<file path="src/rtl/fir_decim_avg.sv">
// Block-averaging decimator (sum of DECIM samples >> log2(DECIM)) feeding a small result FIFO.
// Define FIR_DECIM_ROUND_EN for round-half-up results; truncation otherwise.
module fir_decim_avg #(
    parameter int DECIM      = 4,
    parameter int FIFO_DEPTH = 4
) (
    input  logic        clk,
    input  logic        rst,
    input  logic [15:0] din,
    input  logic        din_valid,
    output logic [15:0] dout,
    output logic        dout_valid,
    input  logic        dout_ready,
    input  logic        clr_ovf,
    output logic        ovf,
    output logic [7:0]  drop_cnt
);
    localparam int SH = $clog2(DECIM);
    localparam int AW = 16 + SH;
    localparam int PW = $clog2(FIFO_DEPTH);
    localparam int CW = PW + 1;

    logic [AW-1:0] acc_reg, acc_next;
    logic [SH-1:0] ph_reg, ph_next;
    logic [AW-1:0] sum;
    logic [AW-1:0] rounded;
    logic [15:0]   res;
    logic          push;

    logic [15:0]   mem [FIFO_DEPTH];
    logic [PW-1:0] wr_ptr_reg, rd_ptr_reg;
    logic [CW-1:0] count_reg, count_next;
    logic          full, pop, wr_en, drop;

    // The accumulator is wide enough that DECIM full-scale samples (plus the rounding
    // offset) never wrap, so the shifted result always fits in 16 bits.
    assign sum = acc_reg + AW'(din);
`ifdef FIR_DECIM_ROUND_EN
    assign rounded = sum + AW'(DECIM / 2);
`else
    assign rounded = sum;
`endif
    assign res  = rounded[AW-1:SH];
    assign push = din_valid && (ph_reg == SH'(DECIM - 1));

    always_comb begin
        acc_next = acc_reg;
        ph_next  = ph_reg;
        if (din_valid) begin
            if (push) begin
                acc_next = '0;
                ph_next  = '0;
            end else begin
                acc_next = sum;
                ph_next  = ph_reg + SH'(1);
            end
        end
    end

    always_ff @(posedge clk) begin
        if (rst) begin
            acc_reg <= '0;
            ph_reg  <= '0;
        end else begin
            acc_reg <= acc_next;
            ph_reg  <= ph_next;
        end
    end

    // A push into a full FIFO survives only if the head is popped on the same edge.
    assign dout_valid = (count_reg != '0);
    assign full       = (count_reg == CW'(FIFO_DEPTH));
    assign pop        = dout_valid && dout_ready;
    assign wr_en      = push && (!full || pop);
    assign drop       = push && full && !pop;
    assign count_next = count_reg + CW'(wr_en) - CW'(pop);
    assign dout       = dout_valid ? mem[rd_ptr_reg] : 16'd0;

    always_ff @(posedge clk) begin
        if (wr_en) begin
            mem[wr_ptr_reg] <= res;
        end
    end

    always_ff @(posedge clk) begin
        if (rst) begin
            wr_ptr_reg <= '0;
            rd_ptr_reg <= '0;
            count_reg  <= '0;
        end else begin
            if (wr_en) begin
                wr_ptr_reg <= wr_ptr_reg + PW'(1);
            end
            if (pop) begin
                rd_ptr_reg <= rd_ptr_reg + PW'(1);
            end
            count_reg <= count_next;
        end
    end

    // A drop on the same edge as a clear restarts the count at one.
    always_ff @(posedge clk) begin
        if (rst) begin
            ovf      <= 1'b0;
            drop_cnt <= 8'd0;
        end else if (drop) begin
            ovf <= 1'b1;
            if (clr_ovf) begin
                drop_cnt <= 8'd1;
            end else if (drop_cnt != 8'hFF) begin
                drop_cnt <= drop_cnt + 8'd1;
            end
        end else if (clr_ovf) begin
            ovf      <= 1'b0;
            drop_cnt <= 8'd0;
        end
    end
endmodule

</file>
<file path="config.mk">
export PLATFORM = sky130hd
export DESIGN_NAME = fir_decim_avg
export DESIGN_NICKNAME = d
export VERILOG_FILES = /design/src/rtl/fir_decim_avg.sv
export SDC_FILE = /design/constraint.sdc
export NUM_CORES = 1
export LEC_CHECK = 0
export ABC_AREA = 1
export CORE_MARGIN = 5
export CORE_UTILIZATION = 51
export CTS_CLUSTER_SIZE = 10
export DETAILED_ROUTE_END_ITERATION = 7
export PLACE_DENSITY = 0.72
export SLEW_MARGIN = 5
export SYNTH_ARGS = -nofsm -noshare
export SYNTH_HDL_FRONTEND = slang
export SYNTH_SLANG_ARGS = --single-unit
</file>
<file path="constraint.sdc">
create_clock -name clk -period 2.56 [get_ports clk]
set_input_delay 0.256 -clock clk [delete_from_list [all_inputs] [get_ports clk]]
set_output_delay 0.256 -clock clk [all_outputs]
set_load 0.02 [all_outputs]
</file>
==> After elaboration in Yosys (flattened, before gate mapping) <==
Memory sizes are Yosys's and may differ from the RTL's. A register that Yosys moved wholly into a read port is not among the register bits.
Cells that the tools add are included.
{ "op_classes": {"add_sub_neg": 7, "eq_ne": 3, "mux": 13, "n_reduce_logical": 12} }
{ "op_table": {"columns": ["operator", "count"], "rows": [
  ["$mux W8", 4],
  ["$add A18 B16 Y18", 1],
  ["$mux W18", 1],
  ["$mux W16", 1],
  ["$add A8 B1 Y8 const B", 1],
  ["$ne A8 B8 Y1 const B", 1],
  ["$add A2 B1 Y2 const B", 3],
  ["$mux W2", 3],
  ["$logic_and A1 B1 Y1", 5],
  ["$mux W1", 4],
  ["$reduce_bool A2 Y1", 2],
  ["$add A3 B1 Y3", 1],
  ["$eq A3 B3 Y1 const B", 1],
  ["$reduce_bool A3 Y1", 1],
  ["$sub A3 B1 Y3", 1],
  ["$eq A2 B2 Y1 const B", 1],
  ["$logic_not A1 Y1", 2],
  ["$reduce_and A2 Y1", 1],
  ["$logic_or A1 B1 Y1", 1]
]} }
{ "word_totals": {"register_bits": 36, "mem_bits_rw": 64, "word_cells": 43, "mem_count": 1} }
{ "memory_table": {"columns": ["memory", "depth", "width", "rd", "rd_clocked_by_memory_dff", "wr", "line_no", "text"], "rows": [
  ["mem", 4, 16, 1, 1, 1, "30", "logic [15:0] mem [FIFO_DEPTH];"]
]} }

==> Longest topological paths before layout <==
Gate-level depths: netlist (run 1).
{ "logic_depth": {"ltp_word": 6, "depth_mapped": 12, "depth_no_buf": 12} }

==> Worst setup path before layout (run 1) <==
OpenSTA, ideal clock, no wires.
{ "synth_path": {"kind": "reg-to-reg", "startpoint": "reg count_reg[1]", "endpoint": "reg count_reg[2]", "arrival_ps": 2096, "setup_slack_ps": 344, "stages_incl_launch_ff": 13, "n_path_buf": 0, "period_less_slack_ps": 2216, "cell_sequence": "dfxtp_1 -> nor2_2 -> nand2_1 -> inv_2 -> nor2_1 -> ha_1 -> inv_1 -> ha_1 -> inv_1 -> fa_1 -> xor2_1 -> o21ai_0 -> a21oi_1"} }
{ "synth_via": {"elab_chain_len": 6, "word_cells_on_any_way": 8, "classes_between": "add/sub (2); eq/ne (1); reduce/logical (5)"} }
{ "synth_lines": {"columns": ["item", "line_no", "text"], "rows": [
  ["start, declared", "32", "logic [CW-1:0] count_reg, count_next;"],
  ["start signal, assigned", "97", "count_reg <= count_next;"],
  ["$reduce_bool A3 Y1 (*)", "71", "assign dout_valid = (count_reg != '0);"],
  ["named net dout_valid", "12", "output logic dout_valid,"],
  ["$logic_and A1 B1 Y1 (*)", "73", "assign pop = dout_valid && dout_ready;"],
  ["named net pop", "33", "logic full, pop, wr_en, drop;"],
  ["$logic_or A1 B1 Y1", "74", "assign wr_en = push && (!full || pop);"],
  ["$logic_and A1 B1 Y1", "74", null],
  ["$add A3 B1 Y3", "76", "assign count_next = count_reg + CW'(wr_en) - CW'(pop);"],
  ["$sub A3 B1 Y3 (*)", "76", null]
]} }
The timed path passes the listed nets; every way through them passes the cells marked *.
A chain may end at the register's enable or synchronous reset.

==> reports/metrics.csv, run 1 <==
metric;value;unit
status;complete, no violations;
CP top delay family;buffers and inverters;
gr usage total;0.195;
Layout Skew;0.0119;ns
FF+latch count, synth;102;
top post-synthesis cells by area;edfxtp_1 38%, dfxtp_1 15%, nand2_1 8.5%;
Combinational Power Share;0.360;
max_cap viols;0;
H-tree levels;3;
CTS buffer count;9;
reg2reg path depth;12;
fmax;416;MHz
n_diodes;0;
switch share;0.364;
RSZ-0062 raised after global routing;no;
R2R setup slack;0.43;ns
Seq pwr share;0.428;
VDD IR-drop max;310;uV
first-pass iteration count of the detailed router;4;
clk sinks;102;
CP Launch Type;register;
Initial Utilization;0.519;
Slowest-stage cell, CP;clkdlybuf4s50_1;
Crit. End Element;primary output;
Buf+Inv Stages, Crit Path;2;
crit path max fanout;11;
first-pass GRT wire length;18100;um
CTS tree;done;
Unique masters post-synth;30;
Power Density;781;nW/um^2
die width;109;um
Post-CTS Setup Bufs;0;
die area;11900;sq um
worst path cell trace;buf_4 -> nor2_1 -> nor2_1 -> o21ai_0 -> a21oi_1 -> clkdlybuf4s50_1;
P_leak;2.35;nW
routed vias;3945;
Slew @ Worst Pin;0.602;ns
fin cells;766;
Pint;0.00292;W
Yosys warning count;0;
area share of the largest cell type after synthesis;0.382;
Sw Pwr;0.00167;W
placed insts;750;
CTS clock-pin slew for the worst setup and hold paths;0.10;ns
max FFs per register;64;
clock root cell;clkbuf_8;
Clock Latency Late Sink;0.37;ns
max incr delay on CP;0.64;ns
sequential cell area;2690;sq um
minimum clock period;2.40;ns
Setup CP Type;register to primary output;
gr ovfl total;0;
Post-Synthesis Cells;575;
Max Root-Sink Buffers;2;
FF-to-FF End;count_reg[2];
PortBufs;46;
mapped cell area;5030;sq um
largest net degree at the start of global routing;33;
wire per inst;13.9;um
gpl congestion;0.919;
Net Count, Synth;622;
initial antenna violation count;0;
final setup fails;0;
multi-input logic area;2090;sq um
Seq/Total Area, Yosys;0.534;
min-delay worst type;register to register;
vias in the first global route;3891;
Final nets;675;
num rows;36;
Clk pwr share;0.211;
CP endpoint;dout[4];
Final Max Slew Viols;0;
Tcrit/Tclk final;0.939;
Synth area leader;edfxtp_1;
core area;9680;sq um
fillcell total;870;
DR vias/cell;5.15;
Post-DRT Antenna Nets;0;
CP required;2.30;ns
DRC;0;
RR Startpoint;ph_reg[0];
most frequent CP cell;nor2_1;
post-detail-place hpwl;7560;um
Post-CTS Hold Buffers;0;
Syn Area/Cell;8.74;sq um
Rel. slew slack;0.598;
Fin Setup TNS;0;ns
WP depth;6;
WP data arrival;2.15;ns
Die H;109;um
1st-iter DRT viols;232;
Routed WL;10700;um
io pins;47;
share of cells above drive strength 1;0.0695;
Final Hold Violating Endpoints;0;
area delta synth->final;17.0;%
[worst register-to-register path, delay by kind of cell, from the launching register on]
| family | cells | cell delay (ns) |
|---|---|---|
| flip-flops | 1 | 0.37 |
| AND/OR/NAND/NOR | 2 | 0.14 |
| buffers and inverters | 3 | 0.15 |
| XOR/XNOR | 1 | 0.16 |
| AO/OA/AOI/OAI | 2 | 0.24 |
| adder cells (fa/ha/maj) | 4 | 0.95 |
[cell usage after synthesis]
library cell and n:
edfxtp_1 64, nand2_4 1, nand2_2 2, a31oi_1 1, ha_1 24, nand4_1 2, nor3_1 3, xor2_1 8
inv_1 44, a21oi_1 58, nor2_1 93, o21ai_1 4, o21ai_2 1, nand3b_1 5, a211oi_1 2, clkinv_1 1
nand3_2 2, nand3_1 24, nand2_1 114, inv_2 3, o21bai_1 1, clkbuf_1 11, dfxtp_1 38, a21oi_2 1
or2_1 1, o21ai_0 45, fa_1 2, nor2_2 4, buf_2 6, and2_1 10
[cell type report]
| cell class | count | area share |
|---|---|---|
| Clock buffer | 9 | 0.0211 |
| Tap cell | 133 | 0.0283 |
| Inverter | 48 | 0.0311 |
| Multi-Input combinational cell | 408 | 0.356 |
| Sequential cell | 102 | 0.457 |
| Clock inverter | 7 | 0.0115 |
| Timing Repair Buffer | 59 | 0.0953 |
[kinds of logic (layout without fill, tap and decap cells)]
family	count (synthesis)	in the layout	share of synthesized area
simple gates	261	261	0.219
buf+inv	65	123	0.0500
fa+ha+maj	26	26	0.0677
flops	102	102	0.534
compound gates	113	113	0.116
xor+xnor	8	8	0.0139
[worst min path at each step]
| stage | start | to | slack [ns] | cells after the start |
|---|---|---|---|---|
| 3_3_place_gp | ovf | ovf | 0.45 | 2 |
| 2_1_floorplan | din_valid | ph_reg[0] | 0.35 | 1 |
| 3_5_place_dp | acc_reg[14] | acc_reg[14] | 0.47 | 2 |
| 4_1_cts | acc_reg[14] | acc_reg[14] | 0.48 | 2 |
| 5_1_grt | acc_reg[5] | acc_reg[5] | 0.50 | 2 |
| 6_report | rd_ptr_reg[1] | register | 0.47 | 2 |
[power groups by stage]
stage	Sequential (W)	Clock, W	Combinational, W
2_1_floorplan	0.00197	0	0.00103
3_3_place_gp	0.00200	0	0.00163
3_5_place_dp	0.00200	0	0.00166
4_1_cts	0.00196	0.000993	0.00167
5_1_grt	0.00198	0.00107	0.00184
6_report	0.00197	0.000970	0.00165
[through the flow]
step	power, W	utilization	hold slack [ns]	worst slack [ns]	cell area, sq um
floorplan	0.00300	-	0.351	0.344	5030
global placement	0.00362	0.586	0.451	0.208	5680
detailed placement	0.00366	0.586	0.466	0.132	5680
CTS	0.00463	0.606	0.479	0.0501	5870
global route	0.00489	0.607	0.502	0.0256	5880
finish	0.00459	0.607	0.475	0.157	5880
[routing by layer]
layer | GRT usage | wire length (um)
met1 | 0.256 | 4670
met5 | 0 | 0
met3 | 0.0278 | 600
met4 | 0.0730 | 265
met2 | 0.327 | 5120
[timing repair]
item,CTS,global route
resized for setup,1,4
pin swaps,0,0
endpoints found under the setup margin,4,9
[layout by cell type (no fill, tap or decap), types with 3 or more instances in the layout]
| master | count |
|---|---|
| a21oi_1 | 58 |
| and2_1 | 10 |
| buf_4 | 13 |
| clkbuf_8 | 9 |
| clkdlybuf4s50_1 | 45 |
| dfxtp_1 | 37 |
| edfxtp_1 | 64 |
| ha_1 | 24 |
| inv_1 | 44 |
| nand2_1 | 114 |
| nand3_1 | 24 |
| nand3b_1 | 5 |
| nor2_1 | 93 |
| nor2_2 | 4 |
| nor3_1 | 3 |
| o21ai_0 | 45 |
| o21ai_1 | 4 |
| xor2_1 | 8 |
(Power assumes the default switching activity.)
==> run 2, diff against run 1 <==
Settings changed: DONT_BUFFER_PORTS from default to 1, PLACE_DENSITY 0.72 to 0.66.
==> run 2 against run 1 <==
  * Via count shrank 5.3%
  * First-iteration DRC count shrank 19%
  * Sequential share of layout area grew 3.9 points
==> reports/metrics.csv, run 2 (synthesis gave the netlist of run 1 again) <==
metric;value;unit
PortBufs;0;
Final nets;628;
vias in the first global route;3674;
worst path cell trace;ha_1 -> nand2_1 -> inv_1 -> nand2_1 -> ha_1 -> inv_1 -> ha_1 -> inv_1 -> fa_1 -> xor2_1 -> o21ai_0 -> a21oi_1;
initial antenna violation count;0;
WHS;0.0694;ns
die area;11900;sq um
minimum clock period;2.27;ns
gr usage total;0.198;
area delta synth->final;7.69;%
Layout Skew;0.0120;ns
Slew @ Worst Pin;1.06;ns
Rel. slew slack;0.288;
post-detail-place hpwl;7410;um
io pins;47;
Routed WL;10800;um
largest net degree at the start of global routing;33;
Die H;109;um
CP Launch Type;register;
Slowest-stage cell, CP;fa_1;
gpl congestion;0.889;
VDD IR-drop max;324;uV
first-pass iteration count of the detailed router;5;
first-pass GRT wire length;18000;um
n_diodes;0;
die width;109;um
Tcrit/Tclk final;0.888;
Setup CP Type;register to register;
Crit. End Element;register;
CTS clock-pin slew for the worst setup and hold paths;0.09;ns
cts repair resizes;0;
max FFs per register;64;
1st-iter DRT viols;188;
Initial Utilization;0.519;
fillcell total;905;
Power Density;795;nW/um^2
max_cap viols;0;
most frequent cells in the layout;114 x nand2_1, 93 x nor2_1, 64 x edfxtp_1;
wire per inst;15.0;um
Max Root-Sink Buffers;2;
CP required;2.81;ns
Clock Latency Late Sink;0.36;ns
Post-DRT Antenna Nets;0;
placed insts;701;
status;complete, no violations;
Fin Setup TNS;0;ns
H-tree levels;3;
fmax;440;MHz
final setup fails;0;
clk sinks;102;
DRC;0;
core area;9680;sq um
Final Max Slew Viols;0;
fin cells;719;
num rows;36;
routed vias;3737;
clock root cell;clkbuf_8;
CTS buffer count;9;
final core utilization;0.559;
P_leak;2.16;nW
DR vias/cell;5.20;
RSZ-0062 raised after global routing;no;
Final Hold Violating Endpoints;0;
min-delay worst type;primary input to register;
gr ovfl total;0;
WP data arrival;2.52;ns
max incr delay on CP;0.38;ns
share of cells above drive strength 1;0.0648;
CTS tree;done;
most frequent standard cell in the layout excluding fill and tap cells;nand2_1;
crit path max fanout;9;
[run 2: worst max-delay path, delay by kind of cell (launching register included)]
family	cells	cell delay, ns
compound gates	2	0.22
xor+xnor	1	0.16
fa+ha+maj	4	1.01
buf+inv	3	0.14
flops	1	0.34
simple gates	2	0.30
[run 2: path summary, 6_finish.rpt]
path / to / slack [ns] / depth (start not counted) / startpoint
worst max-delay path: count_reg[2] / 0.29 / 12 / ph_reg[0]
worst min-delay path: ph_reg[1] / 0.07 / 2 / din_valid
worst min register to register: rd_ptr_reg[1] / 0.47 / 2 / rd_ptr_reg[1]
worst max register to register: count_reg[2] / 0.29 / 12 / ph_reg[0]
[run 2: layout make-up]
type | count | area [sq um] | area share
sequential | 102 | 2680 | 0.496
multi-input combinational | 408 | 2090 | 0.387
timing repair buffer | 12 | 95.1 | 0.0176
clock buffer | 10 | 128 | 0.0236
inverter | 48 | 180 | 0.0333
clock inverter | 6 | 68.8 | 0.0127
tap | 133 | 166 | 0.0307
[run 2: routing by layer]
metal | GRT usage | up-vias | wire length, um
met2 | 0.328 | 87 | 5180
li1 | - | 1928 | -
met5 | 0 | - | 0
met1 | 0.253 | 1716 | 4680
met3 | 0.0373 | 6 | 784
met4 | 0.0837 | 0 | 110
[run 2: metrics by stage]
stage	instance area [sq um]	total power, W	worst slack (ns)
after floorplan	5030	0.00300	0.344
after global placement	5200	0.00329	0.383
after detailed placement	5200	0.00333	0.305
after CTS	5410	0.00435	0.273
after global routing	5410	0.00459	0.101
final	5410	0.00430	0.287
[run 2: power by group]
part,leakage (nW),total (W),internal [W],switching (W)
registers,0.890,0.00194,0.00190,0.0000488
logic,1.17,0.00135,0.000366,0.000981
clock network,0.0989,0.00101,0.000460,0.000553
[run 2: what timing repair did]
| item | CTS | global route |
|---|---|---|
| hold endpoints to repair | 25 | 0 |
| hold buffers | 2 | 0 |
| setup buffers | 0 | 0 |
==> run 3, diff against run 2 <==
Settings changed: CORE_UTILIZATION 51 to 48, MAX_ROUTING_LAYER from default to met4, PLACE_DENSITY 0.66 to default.
==> run 3 against run 2 <==
  * First-iteration DRC count rose by 5.9%
  * Clock power grew 6%
  * Critical path depth did not move
  * Total power up 1.4%
  * Final area up 0.32%
  * Fmax down 0.70%
  * Clock-buffer cell count is 1 lower
  * Worst hold slack worse by 0.010 ns
  * Via count fell by 1.9%
  * Combinational power about the same
  * Wire length grew 0.51%
==> reports/metrics.csv, run 3 (synthesis gave the netlist of run 1 again) <==
metric;value;unit
status;complete, no violations;
area delta synth->final;8.04;%
Hold EP;ph_reg[1];
CTS buffer count;9;
core area;10300;sq um
post-detail-place hpwl;7540;um
crit path max fanout;9;
CTS clock-pin slew for the worst setup and hold paths;0.09;ns
RR Startpoint;ph_reg[0];
sequential cell area;2680;sq um
Fin Setup TNS;0;ns
wire per inst;15.0;um
CP top delay family;adder cells;
first-pass GRT wire length;17800;um
Rel. slew slack;0.353;
fillcell total;974;
switch share;0.373;
reg2reg path depth;12;
Routed WL;10800;um
grt met2 use;0.299;
gr ovfl total;0;
Post-CTS Setup Bufs;0;
DRC;0;
Tcrit/Tclk final;0.894;
first-pass iteration count of the detailed router;4;
clk sinks;102;
DP Area;5200;sq um
PortBufs;0;
Clock Latency Late Sink;0.38;ns
DR vias/cell;5.08;
most used routing layer in global routing;met2;
met3 GRT Util;0.0388;
grt met1 use;0.236;
most frequent cells in the layout;114 x nand2_1, 93 x nor2_1, 64 x edfxtp_1;
Setup CP Type;register to register;
n_diodes;0;
Slew @ Worst Pin;0.968;ns
largest net degree at the start of global routing;33;
WHS;0.0591;ns
Seq pwr share;0.446;
Final Max Slew Viols;0;
clock root cell;clkbuf_8;
min-delay worst type;primary input to register;
routed vias;3665;
Die H;112;um
worst path cell trace;ha_1 -> nand2_1 -> inv_1 -> nand2_1 -> ha_1 -> inv_1 -> ha_1 -> inv_1 -> fa_1 -> xor2_1 -> o21ai_0 -> a21oi_1;
Final nets;628;
share of cells above drive strength 1;0.0683;
Post-DRT Antenna Nets;0;
final setup fails;0;
1st-iter DRT viols;199;
Final Hold Violating Endpoints;0;
H-tree levels;3;
max_cap viols;0;
Layout Skew;0.0141;ns
WP data arrival;2.55;ns
most frequent standard cell in the layout excluding fill and tap cells;nand2_1;
fin worst setup slack;0.271;ns
multi-input logic area;2090;sq um
max FFs per register;64;
num rows;37;
Power Density;804;nW/um^2
VDD IR-drop max;286;uV
CTS tree;done;
Slowest-stage cell, CP;fa_1;
die area;12600;sq um
Buf+Inv Stages, Crit Path;3;
io pins;47;
gr usage total;0.184;
fmax;437;MHz
die width;112;um
pre-CTS setup slack;0.292;ns
max incr delay on CP;0.37;ns
Pint;0.00274;W
initial antenna violation count;0;
CP Launch Type;register;
hold path depth;2;
final instance area;5430;sq um
Initial Utilization;0.489;
Sw Pwr;0.00163;W
Crit. End Element;register;
Clk pwr share;0.246;
P_leak;2.17;nW
vias in the first global route;3563;
Worst Min Path Start;din_valid;
FF-to-FF End;count_reg[2];
CP required;2.82;ns
RSZ-0062 raised after global routing;no;
Max Root-Sink Buffers;2;
Combinational Power Share;0.308;
R2R setup slack;0.27;ns
gpl congestion;0.875;
minimum clock period;2.29;ns
run 3: what timing repair did:
action	4_1_cts	5_1_grt
endpoints found under the hold margin	25	0
resized for setup	0	0
hold buffers	2	0
run 3: worst max-delay path by stage:
stage,depth (start not counted),slack (ns),to,startpoint
after CTS,12,0.27,count_reg[2],ph_reg[0]
after floorplan,12,0.34,count_reg[2],count_reg[1]
final,12,0.27,count_reg[2],ph_reg[0]
after global placement,12,0.38,count_reg[2],ph_reg[0]
after global routing,12,0.1,count_reg[2],ph_reg[0]
after detailed placement,12,0.29,count_reg[2],ph_reg[0]
run 3: final cells by class:
class,instances,share of cell area
flip-flops and latches,102,0.494
multi-input cells,408,0.385
inverters,48,0.0332
well taps,136,0.0313
clock buffers,9,0.0228
repair buffers,12,0.0175
clock inverters,7,0.0159
run 3: per-layer routing:
metal  up-vias  wire (um)
li1       1926          -
met1      1666       5120
met2        60       5120
met3        13        427
met4         0        141
met5         -          0
run 3: worst reg2reg max path, cell delays in order, from the launching register on:
cell	delay [ns]
dfxtp_1	0.34
ha_1	0.22
nand2_1	0.10
inv_1	0.04
nand2_1	0.21
ha_1	0.28
inv_1	0.06
ha_1	0.13
inv_1	0.05
fa_1	0.37
xor2_1	0.16
o21ai_0	0.16
a21oi_1	0.06
run 3: per-stage QoR:
stage,utilization,instances,power [W]
6_report,0.528,722,0.00436
4_1_cts,0.528,722,0.00441
3_5_place_dp,0.506,704,0.00333
3_3_place_gp,0.506,704,0.00330
2_1_floorplan,-,575,0.00300
5_1_grt,0.528,722,0.00465
run 3: power groups by stage:
stage	Sequential, W	Clock [W]	Combinational, W
final	0.00195	0.00107	0.00134
after global routing	0.00196	0.00118	0.00151
after CTS	0.00195	0.00110	0.00137
after detailed placement	0.00198	0	0.00135
after global placement	0.00198	0	0.00133
after floorplan	0.00197	0	0.00103
==> edit (settings of run 1) <==
Register the output `ovf` once more, with the module's reset; this adds one clock of latency there. The other outputs are not delayed to match.
--- a/src/rtl/fir_decim_avg.sv
+++ b/src/rtl/fir_decim_avg.sv
@@ -19,6 +19,8 @@
     localparam int AW = 16 + SH;
     localparam int PW = $clog2(FIFO_DEPTH);
     localparam int CW = PW + 1;
+
+    logic ovf_s0;
 
     logic [AW-1:0] acc_reg, acc_next;
     logic [SH-1:0] ph_reg, ph_next;
@@ -101,19 +103,27 @@
     // A drop on the same edge as a clear restarts the count at one.
     always_ff @(posedge clk) begin
         if (rst) begin
-            ovf      <= 1'b0;
+            ovf_s0   <= 1'b0;
             drop_cnt <= 8'd0;
         end else if (drop) begin
-            ovf <= 1'b1;
+            ovf_s0 <= 1'b1;
             if (clr_ovf) begin
                 drop_cnt <= 8'd1;
             end else if (drop_cnt != 8'hFF) begin
                 drop_cnt <= drop_cnt + 8'd1;
             end
         end else if (clr_ovf) begin
-            ovf      <= 1'b0;
+            ovf_s0   <= 1'b0;
             drop_cnt <= 8'd0;
         end
     end
+    always_ff @(posedge clk) begin
+        if (rst) begin
+            ovf <= '0;
+        end else begin
+            ovf <= ovf_s0;
+        end
+    end
+
 endmodule
 
Behaviour: no difference found for any inputs over 4 cycles, from zero or initial values and one cycle with rst high; that may be too few to reach the edited logic, so the function may still have changed.
==> edit against run 1 <==
Cell count is 0.39% higher. Register-to-register slack improved by 30 ps. Count of clock-buffer cells in the layout unchanged. Wire length increased by 2.9%. Area after synthesis rose by 0.55%. First-iteration DRC count fell by 1.3%. Setup slack got worse by 29 ps. Total power is 2.4% higher. Sequential cell count increased by 1. Synthesized cell count up 0.52%. Via count grew 0.79%. Design area up 0.53%. Critical endpoint unchanged. Largest cell class unchanged. Largest power group unchanged.
==> edit: results (changes against run 1) <==
** Outcome
- Result of the run :: finished clean (unchanged)

** Placed design
- Port Buffer Count :: 46 (unchanged)
- Number of cells after detailed placement :: 753 (was 750)
- The final estimated routing congestion in global placement was 0.902 (was 0.919).
- The placement-stage cell area came to 0.00571 mm² (was 0.00568 mm²).
- Half-perimeter wire length after detailed placement :: 7680 µm (was 7560 µm)
- Post-placement setup slack :: 180 ps (was 132 ps)

** Logic synthesis
- Adder-Cell Fraction of Synth Area :: 6.73% (was 6.77%)
- Total of warnings raised by yosys :: 0 (unchanged)
- Cell types with the highest counts after synthesis: 114 x nand2_1, 94 x nor2_1, 64 x edfxtp_1, 58 x a21oi_1 (was 114 x nand2_1, 93 x nor2_1, 64 x edfxtp_1, 58 x a21oi_1, 45 x o21ai_0).
- Fraction of synthesis flops using an asynchronous set or reset pin :: 0% (unchanged)
- The post-synthesis compound-gate area fraction was 11.5% (was 11.6%).
- The net count after synthesis was 625 (was 622).
- The fraction of synthesized cell area in xor and xnor cells was 1.39% (about the same).
- The number of enable flip-flop cells after synthesis is 64 (unchanged).
- Sequential area share after synthesis :: 53.5% (was 53.4%)
- Cell types occupying the most area after synthesis :: edfxtp_1 38%, dfxtp_1 15%, nand2_1 8.5% (unchanged)
- The distinct cell type count of the synthesized netlist is 30 (unchanged).
- Synth Instances :: 578 (was 575)
- Portion of netlist area occupied by mux cells :: 0% (unchanged)

** Pwr
- The leakage dissipation came to 2.34 nW (was 2.35 nW).
- VDD IR max :: 0.314 mV (was 0.310 mV)

** CTS
- The root buffer selected by CTS is clkbuf_8 (unchanged).
- The CTS clock-pin slew for the worst setup and hold paths came to 100 ps (about the same).
- Worst-skew pair later-pin latency :: 380 ps
- Clock Tree Buf Depth :: 2 (unchanged)
- CTS-repair resized insts :: 0 (was 1)
- The number of post-CTS setup repair buffers is 0 (unchanged).
- The number of levels in the clock H-tree is 3 (unchanged).
- The number of buffers created by CTS is 9 (unchanged).

** Global route
- The number of antenna violations at the first check in global routing came to 0 (unchanged).
- The overall track demand over capacity in global routing came to 19.6% (was 19.5%).
- The largest net degree at the start of global routing came to 33 (unchanged).
- Wire length of the first global-routing pass :: 18,300 µm (was 18,100 µm)
- Via count of the first global-routing pass :: 3,928 (was 3,891)

** Min path
- The class of the most critical hold timing path is reg -> reg (unchanged).

** Routing
- Total routed wirelength :: 11,000 µm (was 10,700 µm)
- Detailed router's first-iteration violation count :: 229 (was 232)
- Via density per instance :: 5.17 (was 5.15)
- The first-pass iteration count of the detailed router was 5 (was 4).

** Timing
- The final sum of negative setup slack came to 0 ps (unchanged).
- Max_slew headroom :: 60.2% (was 59.8%)
- Worst-case clock skew :: 10.2 ps (was 11.9 ps)

** Finish
- The layout cell share with drive strength beyond 1 came to 6.76% (was 6.95%).
- Max FFs per register :: 64 (unchanged)
- Total Nets Final :: 678 (was 675)
- The antenna diode instance count came to 0 (unchanged).
- Post-layout instance count excluding filler cells :: 769 (was 766)
- The number of fillers in the final layout was 876 (was 870).

** Setup path
- The arrival time of data at the critical path endpoint came to 2180 ps (was 2150 ps).
- Peak fanout along the critical path :: 16 (was 11)
-- edit: cell types whose count changed in the layout (fill, tap and decap cells not counted), sizes merged --
cell | run 1 | this run
clkinvlp | 0 | 4
dlymetal6s2s | 1 | 0
bufinv | 0 | 1
nor2 | 97 | 98
dfxtp | 38 | 39
clkdlybuf4s50 | 45 | 46
clkinv | 5 | 1
-- edit: through the flow --
step | util, % | hold slack (ps)
6_report | 60.8 | 438
5_1_grt | 60.8 | 463
4_1_cts | 60.8 | 432
3_5_place_dp | 58.7 | 432
3_3_place_gp | 58.7 | 416
2_1_floorplan | - | 351
-- edit: worst max-delay path, stage by stage (launching register included) --
cell	delay, ps
dfxtp_1	350
inv_1	270
nor2_1	190
o21ai_0	100
a21oi_1	240
clkdlybuf4s50_1	650
-- edit: kinds of logic (layout without fill, tap and decap cells) --
group / count (synthesis) / after routing
simple gates: 262 / 262
compound gates: 113 / 113
flops: 103 / 103
buf+inv: 66 / 124
fa+ha+maj: 26 / 26
xor+xnor: 8 / 8
-- edit: layer usage --
layer	vias up	wire length, µm	GRT usage, %
met5	-	0	0
met4	0	195	8.90
met3	14	551	2.76
met2	93	5190	32.6
met1	1839	5040	25.6
li1	2030	-	-
-- edit: path summary, 6_finish.rpt --
kind	from	to	slack, ps	cells after the start
max	flip-flop	dout[4]	130	5
max reg2reg	ph_reg[0]	count_reg[2]	460	12
min	ovf_s0	ovf	440	2
min reg2reg	ovf_s0	ovf	440	2
-- edit: layout make-up --
cell class,count,area share [%]
Sequential cell,103,45.7
Multi-Input combinational cell,409,35.5
Timing Repair Buffer,59,9.44
Inverter,49,3.11
Tap cell,133,2.82
Clock buffer,9,2.10
Clock inverter,7,1.35
-- edit: report_power, final --
group,internal (mW),switching [mW]
Clock,0.462,0.601
Combinational,0.645,1.03
Sequential,1.91,0.0546
Total,3.02,1.68
